--- config.mk ---
export PLATFORM = sky130hd
export DESIGN_NAME = poly_note_player_flat
export DESIGN_NICKNAME = d
export VERILOG_FILES = /design/src/rtl/poly_note_player_if.sv /design/src/rtl/poly_note_player.sv /design/src/flat_wrapper.sv
export SDC_FILE = /design/constraint.sdc
export NUM_CORES = 1
export LEC_CHECK = 0
export ABC_AREA = 0
export BUFFER_PORTS_ARGS = -buffer_cell sky130_fd_sc_hd__buf_2
export CAP_MARGIN = 20
export CORE_MARGIN = 2
export CORE_UTILIZATION = 59
export CTS_BUF_LIST = sky130_fd_sc_hd__clkbuf_8
export DETAILED_ROUTE_END_ITERATION = 10
export GPL_TIMING_DRIVEN = 1
export PLACE_DENSITY = 0.79
export SLEW_MARGIN = 10
export SYNTH_ARGS = -nofsm -noshare
export SYNTH_HDL_FRONTEND = slang
export SYNTH_SLANG_ARGS = --single-unit
--- constraint.sdc ---
create_clock -name clk -period 6.5 [get_ports clk]
set_input_delay 1.3 -clock clk [delete_from_list [all_inputs] [get_ports clk]]
set_output_delay 1.3 -clock clk [all_outputs]
set_load 0.02 [all_outputs]
--- src/rtl/poly_note_player_if.sv ---
// poly_note_player_if: control/sample bus between the sequencer/codec side and
// the multi-voice note player.
//   master: drives play_enable, beat, load_new_note, load_voice, note_to_load,
//           duration_to_load and generate_next_sample; receives the rest.
//   slave : the player; drives sample_out, new_sample_ready, voices_active and
//           done_with_note.
interface poly_note_player_if #(
  parameter int unsigned VOICES   = 4,
  parameter int unsigned VIDX_W   = 2,
  parameter int unsigned NOTE_W   = 6,
  parameter int unsigned DUR_W    = 6,
  parameter int unsigned SAMPLE_W = 16
);
  logic                       play_enable;
  logic                       beat;
  logic                       load_new_note;
  logic [VIDX_W-1:0]          load_voice;
  logic [NOTE_W-1:0]          note_to_load;
  logic [DUR_W-1:0]           duration_to_load;
  logic                       generate_next_sample;
  logic signed [SAMPLE_W-1:0] sample_out;
  logic                       new_sample_ready;
  logic [VOICES-1:0]          voices_active;
  logic [VOICES-1:0]          done_with_note;

  modport master (
    output play_enable, beat, load_new_note, load_voice, note_to_load,
           duration_to_load, generate_next_sample,
    input  sample_out, new_sample_ready, voices_active, done_with_note
  );

  modport slave (
    input  play_enable, beat, load_new_note, load_voice, note_to_load,
           duration_to_load, generate_next_sample,
    output sample_out, new_sample_ready, voices_active, done_with_note
  );
endinterface

--- src/rtl/poly_note_player.sv ---
// poly_note_player: VOICES independent beat-timed notes, each with its own
// phase accumulator and sine lookup, mixed into one signed sample stream.
// Ports: clk, reset (async, active-high), bus (poly_note_player_if.slave).
// Sine lookup latency L = 2 cycles; the mixer adds one more, so
// new_sample_ready follows an accepted generate_next_sample by 3 cycles.
// Step per sample is note * 64 on a 16-bit phase (64-point sine table).
// Option macro: POLY_NOTE_PLAYER_SAT_EN (defined: saturate the full mix;
// undefined: mix >>> VIDX_W).
module poly_note_player #(
  parameter int unsigned VOICES   = 4,
  parameter int unsigned VIDX_W   = 2,
  parameter int unsigned NOTE_W   = 6,
  parameter int unsigned DUR_W    = 6,
  parameter int unsigned SAMPLE_W = 16
) (
  input logic             clk,
  input logic             reset,
  poly_note_player_if.slave bus
);
  localparam int unsigned PHASE_W    = 16;
  localparam int unsigned IDX_W      = 6;
  localparam int unsigned STEP_SHIFT = 6;
  localparam int unsigned MIX_W      = SAMPLE_W + VIDX_W;

  typedef enum logic {IDLE = 1'b0, PLAYING = 1'b1} vstate_t;

  vstate_t                    state_q [VOICES];
  vstate_t                    state_d [VOICES];
  logic [NOTE_W-1:0]          note_q  [VOICES];
  logic [DUR_W-1:0]           cnt_q   [VOICES];
  logic [PHASE_W-1:0]         phase_q [VOICES];
  logic [IDX_W-1:0]           idx_q   [VOICES];
  logic signed [SAMPLE_W-1:0] smp_q   [VOICES];
  logic [VOICES-1:0]          en_q;
  logic [VOICES-1:0]          done_q;
  logic                       s1_valid_q, s2_valid_q;

  logic [VOICES-1:0]          load_hit_c, tick_c, expire_c, advance_c, contrib_c;
  logic [VOICES-1:0]          playing_bits;
  logic                       req_accept_c;
  logic signed [MIX_W-1:0]    mix_c;
  logic signed [SAMPLE_W-1:0] post_c;

  // Note-to-step table: phase step grows linearly with the note number.
  function automatic logic [PHASE_W-1:0] frequency_rom(input logic [NOTE_W-1:0] n);
    return PHASE_W'(n) << STEP_SHIFT;
  endfunction

  // 64-point sine built from a 17-entry quarter wave (full scale 32767).
  function automatic logic signed [SAMPLE_W-1:0] sine_rom(input logic [IDX_W-1:0] idx);
    logic [4:0]  a;
    logic [15:0] mag;
    a = idx[4] ? (5'd16 - {1'b0, idx[3:0]}) : {1'b0, idx[3:0]};
    case (a)
      5'd0:    mag = 16'd0;
      5'd1:    mag = 16'd3212;
      5'd2:    mag = 16'd6392;
      5'd3:    mag = 16'd9512;
      5'd4:    mag = 16'd12539;
      5'd5:    mag = 16'd15446;
      5'd6:    mag = 16'd18204;
      5'd7:    mag = 16'd20787;
      5'd8:    mag = 16'd23170;
      5'd9:    mag = 16'd25329;
      5'd10:   mag = 16'd27245;
      5'd11:   mag = 16'd28898;
      5'd12:   mag = 16'd30273;
      5'd13:   mag = 16'd31356;
      5'd14:   mag = 16'd32137;
      5'd15:   mag = 16'd32609;
      5'd16:   mag = 16'd32767;
      default: mag = 16'd0;
    endcase
    return idx[5] ? -$signed(SAMPLE_W'(mag)) : $signed(SAMPLE_W'(mag));
  endfunction

  // Only one request in flight: the sine pipeline must be empty.
  assign req_accept_c = bus.generate_next_sample && !s1_valid_q && !s2_valid_q;

  // Voice FSM state register.
  always_ff @(posedge clk or posedge reset) begin
    if (reset) begin
      for (int v = 0; v < VOICES; v++) state_q[v] <= IDLE;
    end else begin
      for (int v = 0; v < VOICES; v++) state_q[v] <= state_d[v];
    end
  end

  // Voice FSM next state: a load beats a simultaneous expiry.
  always_comb begin
    for (int v = 0; v < VOICES; v++) begin
      state_d[v] = state_q[v];
      if (load_hit_c[v])     state_d[v] = PLAYING;
      else if (expire_c[v])  state_d[v] = IDLE;
    end
  end

  // Voice FSM outputs: event decode per voice.
  always_comb begin
    load_hit_c   = '0;
    tick_c       = '0;
    expire_c     = '0;
    advance_c    = '0;
    contrib_c    = '0;
    playing_bits = '0;
    for (int v = 0; v < VOICES; v++) begin
      playing_bits[v] = (state_q[v] == PLAYING);
      // Out-of-range voice numbers never match, so they are ignored.
      load_hit_c[v] = bus.load_new_note && (bus.duration_to_load != '0) &&
                      (32'(bus.load_voice) == 32'(v));
      tick_c[v]     = playing_bits[v] && bus.play_enable && bus.beat && !load_hit_c[v];
      expire_c[v]   = tick_c[v] && (cnt_q[v] == DUR_W'(1));
      advance_c[v]  = playing_bits[v] && bus.play_enable && req_accept_c && !load_hit_c[v];
      contrib_c[v]  = playing_bits[v] && bus.play_enable && (note_q[v] != '0);
    end
  end

  // Per-voice datapath and two-stage sine lookup.
  always_ff @(posedge clk or posedge reset) begin
    if (reset) begin
      for (int v = 0; v < VOICES; v++) begin
        note_q[v]  <= '0;
        cnt_q[v]   <= '0;
        phase_q[v] <= '0;
        idx_q[v]   <= '0;
        smp_q[v]   <= '0;
      end
      en_q       <= '0;
      done_q     <= '0;
      s1_valid_q <= 1'b0;
      s2_valid_q <= 1'b0;
    end else begin
      s1_valid_q <= req_accept_c;
      s2_valid_q <= s1_valid_q;
      done_q     <= expire_c;
      for (int v = 0; v < VOICES; v++) begin
        if (load_hit_c[v]) begin
          note_q[v]  <= bus.note_to_load;
          cnt_q[v]   <= bus.duration_to_load;
          phase_q[v] <= '0;
        end else begin
          if (tick_c[v])    cnt_q[v]   <= cnt_q[v] - DUR_W'(1);
          if (advance_c[v]) phase_q[v] <= phase_q[v] + frequency_rom(note_q[v]);
        end
        // The sample uses the phase seen when the request is accepted.
        if (req_accept_c) begin
          idx_q[v] <= phase_q[v][PHASE_W-1 -: IDX_W];
          en_q[v]  <= contrib_c[v];
        end
        if (s1_valid_q) smp_q[v] <= en_q[v] ? sine_rom(idx_q[v]) : '0;
      end
    end
  end

  // Signed mix of all voice samples.
  always_comb begin
    mix_c = '0;
    for (int v = 0; v < VOICES; v++) mix_c = mix_c + MIX_W'(smp_q[v]);
  end

`ifdef POLY_NOTE_PLAYER_SAT_EN
  localparam logic signed [MIX_W-1:0] SAT_MAX = MIX_W'((64'd1 << (SAMPLE_W - 1)) - 64'd1);
  localparam logic signed [MIX_W-1:0] SAT_MIN = ~SAT_MAX;

  // Clip the full-precision mix to the sample range.
  always_comb begin
    post_c = SAMPLE_W'(mix_c);
    if (mix_c > SAT_MAX)      post_c = SAMPLE_W'(SAT_MAX);
    else if (mix_c < SAT_MIN) post_c = SAMPLE_W'(SAT_MIN);
  end
`else
  // Scale by the voice-index width so the mix cannot overflow.
  always_comb begin
    post_c = SAMPLE_W'(mix_c >>> VIDX_W);
  end
`endif

  // Mixer output register; sample_out holds between strobes.
  always_ff @(posedge clk or posedge reset) begin
    if (reset) begin
      bus.sample_out       <= '0;
      bus.new_sample_ready <= 1'b0;
    end else begin
      bus.new_sample_ready <= s2_valid_q;
      if (s2_valid_q) bus.sample_out <= post_c;
    end
  end

  assign bus.voices_active  = playing_bits;
  assign bus.done_with_note = done_q;
endmodule

--- src/flat_wrapper.sv ---
// flat-port wrapper written by rule: the top's interface ports become plain ports
module poly_note_player_flat 
#(
  parameter int unsigned VOICES   = 4,
  parameter int unsigned VIDX_W   = 2,
  parameter int unsigned NOTE_W   = 6,
  parameter int unsigned DUR_W    = 6,
  parameter int unsigned SAMPLE_W = 16
)
  (clk, reset, bus_play_enable, bus_beat, bus_load_new_note, bus_load_voice, bus_note_to_load, bus_duration_to_load, bus_generate_next_sample, bus_sample_out, bus_new_sample_ready, bus_voices_active, bus_done_with_note);
  poly_note_player_if #(.VOICES(VOICES), .VIDX_W(VIDX_W), .NOTE_W(NOTE_W), .DUR_W(DUR_W), .SAMPLE_W(SAMPLE_W)) bus_i ();
  input logic clk;
  input logic reset;
  input wire logic [$bits(bus_i.play_enable)-1:0] bus_play_enable;
  input wire logic [$bits(bus_i.beat)-1:0] bus_beat;
  input wire logic [$bits(bus_i.load_new_note)-1:0] bus_load_new_note;
  input wire logic [$bits(bus_i.load_voice)-1:0] bus_load_voice;
  input wire logic [$bits(bus_i.note_to_load)-1:0] bus_note_to_load;
  input wire logic [$bits(bus_i.duration_to_load)-1:0] bus_duration_to_load;
  input wire logic [$bits(bus_i.generate_next_sample)-1:0] bus_generate_next_sample;
  output wire logic [$bits(bus_i.sample_out)-1:0] bus_sample_out;
  output wire logic [$bits(bus_i.new_sample_ready)-1:0] bus_new_sample_ready;
  output wire logic [$bits(bus_i.voices_active)-1:0] bus_voices_active;
  output wire logic [$bits(bus_i.done_with_note)-1:0] bus_done_with_note;
  assign bus_i.play_enable = bus_play_enable;
  assign bus_i.beat = bus_beat;
  assign bus_i.load_new_note = bus_load_new_note;
  assign bus_i.load_voice = bus_load_voice;
  assign bus_i.note_to_load = bus_note_to_load;
  assign bus_i.duration_to_load = bus_duration_to_load;
  assign bus_i.generate_next_sample = bus_generate_next_sample;
  assign bus_sample_out = bus_i.sample_out;
  assign bus_new_sample_ready = bus_i.new_sample_ready;
  assign bus_voices_active = bus_i.voices_active;
  assign bus_done_with_note = bus_i.done_with_note;
  poly_note_player #(.VOICES(VOICES), .VIDX_W(VIDX_W), .NOTE_W(NOTE_W), .DUR_W(DUR_W), .SAMPLE_W(SAMPLE_W)) u_core (.clk(clk), .reset(reset), .bus(bus_i));
endmodule
Word level (Yosys, flattened, before mapping)
Memory sizes are Yosys's and may differ from the RTL's.
Cells that the tools add are included.
Widths: inputs -> output; s select.

storage, ports and cells
  input port bits = 20
  bits in read-only memories = 1920
  bits in registers = 231
  logic and storage cells = 159
  memories = 4
  output and inout port bits = 25

cells by class
  equal/unequal tests = 7
  reductions and logical operators = 59
  add/sub/neg operators = 19
  muxes and demuxes = 40

memory list
  name             depth  width  rd ports  clocked after memory_dff  wr ports  line                    source
  (no name shown)  32     15     1         0                         0         poly_note_player.sv:54  case (a)
  (no name shown)  32     15     1         0                         0         poly_note_player.sv:54
  (no name shown)  32     15     1         0                         0         poly_note_player.sv:54
  (no name shown)  32     15     1         0                         0         poly_note_player.sv:54

operators by type and width
  kind                 count
  $mux 16              20
  $add 16x12->16       4
  $neg 16->16          4
  $mux 6               8
  $logic_and 1x1->1    35
  $reduce_bool 6->1    5
  $eq 6x1->1 const B   4
  $reduce_bool 2->1    12
  $sub 6x1->6 const B  4
  $mux 5               4
  $sub 5x4->5 const A  4
  $add 17x16->18       1
  $add 18x16->18       1
  $add 16x16->17       1
  $mux 1               8
  $logic_not 1->1      6
  $eq 2x2->1 const B   2
  $eq 2x1->1 const B   1
  $logic_not 2->1      1

Depth between registers and ports, before layout
  word-level depth = 8
  mapped depth = 16
  depth with buffers taken out = 15

Worst setup path after synthesis
No wires, ideal clock.

  path kind = register -> register
  from = register u_core.idx_q[12] in the netlist's numbering
  to = register u_core.smp_q[40] in the netlist's numbering
  cell stages (with the launch flop) = 15
  path buffers = 1
  arrival time = 3599 ps
  data required time = 6380 ps
  clock period less this slack = 3718 ps
  setup slack = 2782 ps
  setup time = 120 ps
  cell sequence = dfrtp_1 > inv_1 > ha_1 > nand2_1 > o21ai_0 > ha_1 > clkbuf_1 > mux2i_1 > nor2_1 > nor4_1 > a31oi_1 > or4_4 > o41ai_2 > xnor2_1 > a31o_1

on the way
  word-level cells in the longest chain between the ends = 7

ends and longest elaborated chain
  element                          line                     source
  start, declared                  poly_note_player.sv:32   logic [IDX_W-1:0] idx_q [VOICES];
  start signal, assigned by index  poly_note_player.sv:147  idx_q[v] <= phase_q[v][PHASE_W-1 -: IDX_W];
  $sub 5x4->5                      poly_note_player.sv:53   a = idx[4] ? (5'd16 - {1'b0, idx[3:0]}) : {1'b0, idx[3:0]};
  $mux 5 *                         poly_note_player.sv:53
  $mem_v2 32x15 *                  -
  $mux 16 *                        poly_note_player.sv:150  if (s1_valid_q) smp_q[v] <= en_q[v] ? sine_rom(idx_q[v]) : '0;
  $neg 16->16                      poly_note_player.sv:74   return idx[5] ? -$signed(SAMPLE_W'(mag)) : $signed(SAMPLE_W'(mag));
  $mux 16 *                        poly_note_player.sv:74
  $mux 16 *                        poly_note_player.sv:150
  end signal, assigned by index    poly_note_player.sv:150
  end, declared                    poly_note_player.sv:33   logic signed [SAMPLE_W-1:0] smp_q [VOICES];

Every way passes the cells marked *; elsewhere a longest branch is shown, timed or not. The select of a mux whose other input is x is not followed.
A chain may end at the register's enable or synchronous reset.

Final worst setup path
  from = register u_core.idx_q[12] in the netlist's numbering
  to = register u_core.smp_q[43] in the netlist's numbering

Same word-level chain as after synthesis.

==> impl_metrics.tcl <==
set metrics [dict create \
    synthArstFlopShare 1.000 \
    max-clock-path-buffers 3 \
    cts_resized 0 \
    cts_tree "built" \
    area_growth_pct 7.409 \
    ys_types 86 \
    filler_cell_count 2115 \
    cap_violations 0 \
    path_max_fanout 16 \
    hpwl_um 25520 \
    ys.flop_type "dfrtp_1" \
    fmax_mhz 235.6 \
    cp_cell_sequence "inv_1 > ha_1 > nand2_1 > o21ai_0 > ha_1 > nor3b_1 > nor4_1 > a31oi_1 > or4_4 > o41ai_4 > xnor2_1 > o31ai_1" \
    die_y_um 163.1 \
    required_ns 6.92 \
    hold_path.startpoint "u_core.bus.sample_out[6]$_DFFE_PP0P_" \
    drv_slew 0 \
    drtAntennaViolNets 0 \
    endpoint_kind "flop" \
    power.density_nw_per_um2 421.6 \
    highest_layer "met4" \
    setup_viol_count_final 0 \
    leakagePower_nw 7.163 \
    ys_warn_count 0 \
    timing.hold.ws_ns 0.4787 \
    viasPerCell 6.030 \
    avgSynthCellArea_um2 8.615 \
    ys_seq_area_frac 0.3470 \
    fin_crit_ns 4.244 \
    r2r-start "u_core.idx_q[12]$_DFFE_PP0P_" \
    fp.coreArea_um2 25040 \
    cts.clk_slew.worst_paths_ns 0.05 \
    grt.overflow.total 0 \
    clock-root-buffer "clkbuf_8" \
    vias 12630 \
    tightest_slew_ns 1.049 \
    die_w_um 163.1 \
    dr_wl_met3_um 1866 \
    min_period_over_period 0.6529 \
    drt-wirelength-per-cell_um 16.80 \
    synth_area_um2 14930 \
    critical_path_class "reg2reg" \
    final_cell_area_um2 16040 \
    slew-limit-headroom 0.2979 \
    row_count 58 \
    status "finished clean" \
    post-cts-setup-buffer-count 0 \
    start_util 0.5963 \
    cts.sinks 207 \
    final_layout_size_suffix_gt1_frac 0.1037 \
    grt_pass1_vias 11920 \
    hold_viol 0 \
    layout.nets 1863 \
    io_buffers 44 \
    max-vdd-ir-drop_mv 0.2243 \
    numCtsBuffers 36 \
    drtIter0Drc 963 \
    clock_latency_ns 0.53 \
    place_congestion 0.9312 \
    crit_buf_inv 1 \
    hp-class "reg2reg" \
    slowest_stage "or4_4" \
    syn_nets 1858 \
    met2_length_um 16650 \
    dieArea_um2 26590 \
    ios 45 \
    syn_inst 1733 \
    max_stage_delay_ns 0.67 \
    first_pass_iters 5 \
    grt_antenna_before_repair 0 \
    placed_cell_area_um2 15320 \
    grt_pass1_wl_um 58950 \
    rsz0062_at_grt "no" \
    crit_start "u_core.idx_q[12]$_DFFE_PP0P_" \
    h-tree-depth 2 \
    crit_arrival_ns 4.67 \
    synth_edf_count 0 \
    drt-met1-wl_um 15520 \
    grt_max_degree 124 \
    crit_top_cell "ha_1" \
    cts_hold_buf 0 \
    finalSetupTns_ns 0 \
    synth_seq_cells 207 \
    r2r_slack_ns 2.26 \
    cp-start-kind "flop" \
    drt_wl_total_um 35190 \
    finClkSkew_ns 0.01962 \
    drc_errors 0 \
    grt_usage 0.2714 \
    antennaDiodeCount 0 \
    cp_top_family "simple AND/OR/NAND/NOR gates" \
]
## logic make-up after synthesis
family          synth area share
compound gates            0.1987
xor+xnor                 0.06545
fa+ha+maj                 0.1066
buf+inv                  0.06705
flops                     0.3470
mux                      0.03981
simple gates              0.1754
## cells in the final DEF (no fill, tap or decap), types with 17 or more instances in the layout
cell and n:
o21ai_0 118, nand2b_1 17, mux2i_1 20, xor2_1 39, mux2_2 33, a21oi_1 117, nor2_1 129, o22ai_1 39
inv_1 170, nor3_1 44, nand4_1 19, fa_1 37, ha_1 68, nor2b_1 24, buf_4 18, nand3_1 44
buf_2 44, dfrtp_1 206, o31ai_1 21, xnor2_1 67, clkbuf_8 45, o211ai_1 19, nand2_1 193
## tightest hold or removal path, cell delays in order, from the launching register on
cell and delay [ns]:
dfrtp_1 0.34, nand2_1 0.05, o21ai_0 0.06
## path summary, 6_finish.rpt
kind                                                         to  cells past startpoint
setup reg to reg                   u_core.smp_q[43]$_DFFE_PP0P_                     12
hold / removal             u_core.bus.sample_out[6]$_DFFE_PP0P_                      2
setup / recovery                   u_core.smp_q[43]$_DFFE_PP0P_                     12
max in group asynchronous          u_core.idx_q[10]$_DFFE_PP0P_                      3
hold reg to reg            u_core.bus.sample_out[6]$_DFFE_PP0P_                      2
min in group asynchronous           u_core.cnt_q[0]$_DFFE_PP0P_                      2
## where the power goes
part	switching, mW	leakage (nW)	internal [mW]
combinational	2.19	4.02	1.42
sequential	0.356	2.72	1.64
clock	0.531	0.415	0.624
## flip-flops by register name (all words and copies together) (netlist names)
name	flops
u_core.cnt_q	24
u_core.s2_valid_q	1
u_core.bus.sample_out	16
u_core.bus.voices_active	4
u_core.en_q	4
u_core.phase_q	40
u_core.note_q	24
u_core.smp_q	64
u_core.idx_q	24
u_core.s1_valid_q	1
u_core.bus.new_sample_ready	1
u_core.bus.done_with_note	4
## cells in the mapped netlist, drive strengths merged, types with 5 or more instances
cell type  count  area share
o2111ai        7      0.0041
o21ai        119       0.040
a21o          16      0.0080
nand2        193       0.049
a21oi        117       0.039
mux2          33       0.025
nand4         19      0.0080
nor4b          7      0.0041
o211ai        19      0.0096
clkbuf        64       0.016
a31o          10      0.0059
a31oi         16      0.0067
o41ai          8       0.010
nor3          45       0.015
ha            68       0.057
dfrtp        207        0.35
fa            37       0.050
xor2          41       0.025
nand3         44       0.015
nor4          10      0.0042
buf           32       0.010
nor2b         25       0.010
o22ai         39       0.016
and3          13      0.0054
and2           8      0.0034
o221ai         8      0.0047
or4            9      0.0048
mux2i         20       0.013
a211oi        10      0.0050
xnor2         68       0.040
nand2b        17      0.0071
inv          157       0.039
o31ai         27       0.017
a32oi          5      0.0029
or3           13      0.0054
nor2         130       0.033
## layer usage
| layer | GRT usage | vias to the layer above |
|---|---|---|
| met4 | 0.1022 | 0 |
| met2 | 0.4486 | 387 |
| met1 | 0.3655 | 6080 |
| li1 | - | 6081 |
| met3 | 0.03784 | 78 |
| met5 | 0 | - |
## cell type report
cell class / instances / area, µm² / share of cell area
Inverter: 161 / 608.1 / 0.03792
Timing Repair Buffer: 63 / 375.4 / 0.02341
Tap cell: 330 / 412.9 / 0.02575
Sequential cell: 207 / 5181 / 0.3231
Multi-Input combinational cell: 1269 / 8755 / 0.5460
Clock buffer: 45 / 619.3 / 0.03862
Clock inverter: 19 / 83.83 / 0.005228
## metrics by stage
| step | util | setup WS [ns] | power (mW) | std cells |
|---|---|---|---|---|
| floorplan | - | 2.514 | 4.788 | 1733 |
| global placement | 0.6121 | 2.432 | 5.429 | 2029 |
| detailed placement | 0.6121 | 2.325 | 5.563 | 2029 |
| CTS | 0.6402 | 2.294 | 6.745 | 2093 |
| global route | 0.6405 | 1.922 | 7.340 | 2094 |
| finish | 0.6405 | 2.256 | 6.761 | 2094 |
No activity file was read; power rests on OpenSTA's default activity.
